<file path="src/rtl/delay_timer_pkg.sv">
// delay_timer_pkg: channel state and mode encodings shared by the delay timer files
package delay_timer_pkg;
   typedef enum logic {ST_IDLE = 1'b0, ST_RUN = 1'b1} state_t;
   localparam logic MODE_ONESHOT  = 1'b0;
   localparam logic MODE_PERIODIC = 1'b1;
endpackage

</file>
<file path="src/rtl/delay_timer_channel.sv">
// delay_timer_channel: one delay channel, counts latched delay in us ticks, one-shot or auto-reload
module delay_timer_channel
   import delay_timer_pkg::*;
#(
   parameter int DELAY_W = 16
) (
   input  logic               CLK,
   input  logic               RST,
   input  logic               i_tick,
   input  logic               i_start,
   input  logic               i_stop,
   input  logic               i_periodic,
   input  logic [DELAY_W-1:0] i_delay,
   output logic               o_busy,
   output logic               o_done
);
   state_t             r_state, w_state;
   logic [DELAY_W-1:0] r_rem, w_rem, r_dly, w_dly;
   logic               r_per, w_per, r_done, w_done;

   // stop beats start, start beats tick
   always_comb begin
      w_state = r_state;
      w_rem   = r_rem;
      w_dly   = r_dly;
      w_per   = r_per;
      w_done  = 1'b0;
      if (i_stop) begin
         w_state = ST_IDLE;
      end else if (i_start) begin
         if (i_delay != '0) begin
            w_state = ST_RUN;
            w_rem   = i_delay;
            w_dly   = i_delay;
            w_per   = i_periodic;
         end else begin
            w_state = ST_IDLE;
            w_done  = 1'b1;
         end
      end else if (r_state == ST_RUN && i_tick) begin
         if (r_rem > DELAY_W'(1)) begin
            w_rem = r_rem - DELAY_W'(1);
         end else begin
            w_done  = 1'b1;
            w_rem   = r_dly;
            w_state = (r_per == MODE_PERIODIC) ? ST_RUN : ST_IDLE;
         end
      end
   end

   always_ff @(posedge CLK or posedge RST) begin
      if (RST) begin
         r_state <= ST_IDLE;
         r_rem   <= '0;
         r_dly   <= '0;
         r_per   <= MODE_ONESHOT;
         r_done  <= 1'b0;
      end else begin
         r_state <= w_state;
         r_rem   <= w_rem;
         r_dly   <= w_dly;
         r_per   <= w_per;
         r_done  <= w_done;
      end
   end

   assign o_busy = (r_state == ST_RUN);
   assign o_done = r_done;
endmodule

</file>
<file path="src/rtl/multi_delay_timer.sv">
// multi_delay_timer: shared 1 us prescaler driving NUM_CH independent delay channels
module multi_delay_timer
   import delay_timer_pkg::*;
#(
   parameter int CLOCK_SPEED_MHZ = 12,
   parameter int NUM_CH          = 4,
   parameter int DELAY_W         = 16
) (
   input  logic                      CLK,
   input  logic                      RST,
   input  logic [NUM_CH-1:0]         start,
   input  logic [NUM_CH-1:0]         stop,
   input  logic [NUM_CH-1:0]         periodic,
   input  logic [NUM_CH*DELAY_W-1:0] delay_us,
   output logic [NUM_CH-1:0]         busy,
   output logic [NUM_CH-1:0]         done,
   output logic                      us_tick
);
   localparam int PW = (CLOCK_SPEED_MHZ > 1) ? $clog2(CLOCK_SPEED_MHZ) : 1;

   logic [PW-1:0] r_cnt;
   logic          r_tick;
   logic          w_wrap;

   assign w_wrap = (r_cnt == PW'(CLOCK_SPEED_MHZ - 1));

   always_ff @(posedge CLK or posedge RST) begin
      if (RST) begin
         r_cnt  <= '0;
         r_tick <= 1'b0;
      end else begin
         r_cnt  <= w_wrap ? '0 : r_cnt + PW'(1);
         r_tick <= w_wrap;
      end
   end

   assign us_tick = r_tick;

   for (genvar c = 0; c < NUM_CH; c++) begin : g_ch
      delay_timer_channel #(.DELAY_W(DELAY_W)) u_ch (
         .CLK        (CLK),
         .RST        (RST),
         .i_tick     (r_tick),
         .i_start    (start[c]),
         .i_stop     (stop[c]),
         .i_periodic (periodic[c]),
         .i_delay    (delay_us[c*DELAY_W +: DELAY_W]),
         .o_busy     (busy[c]),
         .o_done     (done[c])
      );
   end
endmodule
</file>
<file path="config.mk">
export PLATFORM = sky130hd
export DESIGN_NAME = multi_delay_timer
export DESIGN_NICKNAME = d
export VERILOG_FILES = /design/src/rtl/delay_timer_pkg.sv /design/src/rtl/delay_timer_channel.sv /design/src/rtl/multi_delay_timer.sv
export SDC_FILE = /design/constraint.sdc
export NUM_CORES = 1
export LEC_CHECK = 0
export ABC_AREA = 1
export CAP_MARGIN = 10
export CORE_MARGIN = 3
export CORE_UTILIZATION = 60
export CTS_BUF_LIST = sky130_fd_sc_hd__clkbuf_4
export DETAILED_ROUTE_END_ITERATION = 16
export PLACE_DENSITY = 0.81
export SYNTH_ARGS = -nofsm -noshare
export SYNTH_HDL_FRONTEND = slang
export SYNTH_HIERARCHICAL = 1
export SYNTH_SLANG_ARGS = --single-unit
</file>
<file path="constraint.sdc">
create_clock -name CLK -period 2.2 [get_ports CLK]
set_clock_uncertainty 0.1 [all_clocks]
set_input_delay 0.66 -clock CLK [delete_from_list [all_inputs] [get_ports CLK]]
set_output_delay 0.66 -clock CLK [all_outputs]
set_load 0.05 [all_outputs]
</file>
==> impl_metrics.csv <==
group,metric,value,unit
status,run_status,"finished, final reports clean",
worst_setup_path,required,1.44,ns
routing,via_per_inst,5.31,
synth,synthDistinctLibCells,31,
synth,yosysTopAreaCell,"dfrtp_1",
power,p_int,5.01,mW
worst_setup_path,path_depth,1,
cts,path_clk_slew,0.12,ns
power,power.density,665,nW/um^2
global_routing,grt_max_degree,36,
routing,wl_per_cell,13.3,um
layout,layout_common_cells,"576 x nand2_1, 173 x nand3_1, 168 x nor2_1, 144 x dfrtp_1, 133 x inv_1",
global_routing,gr-total-overflow,0,
placement,place.gp.congestion,0.887,
synth,synth_seq_area_share,36.9,%
routing,wl,25000,um
routing,drt_iter0_markers,859,
global_routing,first_global_vias,9195,
placement,placed_area,11500,sq um
die,die_area,17900,sq um
layout,final_area,11800,sq um
die,rows,46,
synth,avgSynthCellArea,6.56,sq um
layout,finalCoreUtilization,74.1,%
global_routing,antenna_found_initial,1,
worst_setup_path,critPathLaunchType,"flip-flop",
synth,netlist_area,9820,sq um
timing,finalHoldViolCount,0,
timing,fin_crit,2.05,ns
layout,drive_gt1_share,13.5,%
layout,layout_commonest_cell,"nand2_1",
worst_setup_path,rr_worst_depth,11,
global_routing,grt_usage,28.6,%
timing,setup_viol,0,
synth,synth_top_cell_area_share,36.9,%
cts,cts_tree,"done",
worst_setup_path,crit_path_max_incr_delay,0.57,ns
die,die_h,134,um
worst_setup_path,cp_num_buf_inv,1,
power,p_sw_share,36.2,%
timing,rsz0062_at_grt,"no",
synth,ys_top_cells_by_area,"dfrtp_1 37%, nand2_1 22%, nand3_1 8.8%",
power,p_comb_share,30.7,%
power,seq_power_share,44.2,%
worst_hold_path,hold_path_class,"in -> async",
cts,root_buffer,"clkbuf_4",
worst_setup_path,crit_type,"reg -> out",
timing,timing.final.crit_share,93.4,%
power,vdd_drop_max,443,uV
placement,dp_cells,1848,
die,start_util,61.6,%
worst_setup_path,crit_fanout,5,
worst_setup_path,slowest_stage,"dfrtp_2",
worst_setup_path,path_cells,"buf_12",
cts,clock-sinks,145,
timing,timing.final.max_slew_violations,0,
power,power.share.clock,25.1,%
worst_setup_path,endpoint_kind,"output pin",
cts,clk_latency,0.55,ns
cts,cts_made_buffers,17,
placement,port_buffers,86,
routing,ant_nets,0,
power,power,7.85,mW
layout,fin_nets,1738,
synth,synth_nets,1585,
placement,dp_hpwl,18300,um
die,io_pins,87,
run,drv_cap,0,
timing,timing.fmax,0.487,GHz
routing,vias,9979,
routing,drc,0,
routing,drt_first_pass_iters,5,
synth,ys_ff_latch,145,
power,p_leak,6.30,nW
worst_setup_path,cp_top_family,"flip-flops",
cts,htreeDepth,4,
global_routing,grt_pass1_wl,42700,um
synth,synth_warnings,6,
cts,cts_buffer_depth,2,
synth,postSynthCellCount,1498,
layout,syn_to_final_growth,20.3,%
timing,worst_slew_pin_slew,0.458,ns
power,p_sw,2.84,mW
worst_setup_path,arrival,1.29,ns
die,die_w,134,um
die,core_area,15900,sq um
timing,slew_headroom,69.4,%
layout,final_cells,1881,
==> path summary, 6_finish.rpt <==
kind / start / to / slack (ns)
max in group asynchronous: RST / g_ch[0].u_ch/r_rem[2] / 1.31
hold reg to reg: g_ch[2].u_ch/r_dly[9] / g_ch[2].u_ch/r_dly[9] / 0.39
min in group CLK: g_ch[2].u_ch/r_dly[9] / g_ch[2].u_ch/r_dly[9] / 0.39
hold / removal: RST / r_cnt[2] / 0.34
setup / recovery: us_tick / us_tick / 0.15
setup reg to reg: g_ch[2].u_ch/r_rem[0] / g_ch[2].u_ch/r_rem[3] / 0.17
==> layout make-up <==
type	count	area (sq um)
Multi-Input combinational cell	1145	5220
Fill cell	1330	4130
Sequential cell	145	3630
Timing Repair Buffer	194	1800
Inverter	148	566
Tap cell	216	270
Clock inverter	14	194
Clock buffer	18	135
Antenna cell	1	2.50
==> per-layer routing <==
metal,global-route usage (%),share of wire (%)
met1,39.5,45
met2,47.5,49
met3,4.09,5.0
met4,7.94,1.5
met5,0,0
==> power by group through the flow <==
stage | sequential, mW | clock (mW) | combinational [mW]
2_1_floorplan | 3.43 | 0 | 1.74
3_3_place_gp | 3.51 | 0 | 2.32
3_5_place_dp | 3.51 | 0 | 2.39
4_1_cts | 3.46 | 2.01 | 2.40
5_1_grt | 3.53 | 2.12 | 2.74
6_report | 3.47 | 1.97 | 2.41
==> flip-flops by register name (all words and copies together) (netlist names) <==
signal,flops
g_ch.u_ch/r_dly,64
g_ch.u_ch/r_rem,64
g_ch.u_ch/o_busy,4
g_ch.u_ch/o_done,4
g_ch.u_ch/r_per,4
r_cnt,4
us_tick,1
==> cells in the mapped netlist <==
library cell,n
dfrtp_1,145
nand2_1,576
xor2_1,8
nor2_2,14
ha_1,9
buf_2,22
inv_1,133
nand2_2,20
clkbuf_1,16
nor2_4,12
clkbuf_4,2
nand4_1,29
nand3b_1,6
o21bai_1,2
o21ai_2,2
nor2_1,168
buf_6,16
buf_4,2
nor2_8,4
nand3_1,173
a21oi_2,2
clkinv_4,2
inv_2,13
nand3_4,2
nand2_4,4
dlymetal6s2s_1,2
o21ai_0,24
a21oi_1,64
o21ai_1,22
nor3_2,2
o22ai_2,2
==> stage by stage <==
step	setup slack [ns]	setup TNS (ns)	hold slack (ns)
final	0.145	0	0.338
after CTS	0.117	0	0.329
after global placement	-0.213	-12.04	0.362
after floorplan	0.525	0	0.339
after global routing	0.0166	0	0.331
after detailed placement	-0.264	-15.47	0.365
==> timing repair <==
item / CTS / global route
hold buffers: 0 / 0
gates resized for setup: 1 / 0
setup buffers: 0 / 0
endpoints found under the setup margin: 1 / 0
==> cells by family after synthesis <==
family                     Yosys count  share of synthesized area, %
and+or+nand+nor                   1010                          44.9
DFF                                145                          36.9
buffers and inverters              208                          9.89
AOI/OAI and AO/OA                  118                          6.37
adders and majority gates            9                          1.15
xor gates and xnor gates             8                         0.713
Note: power is estimated with default switching activity, not from simulation.
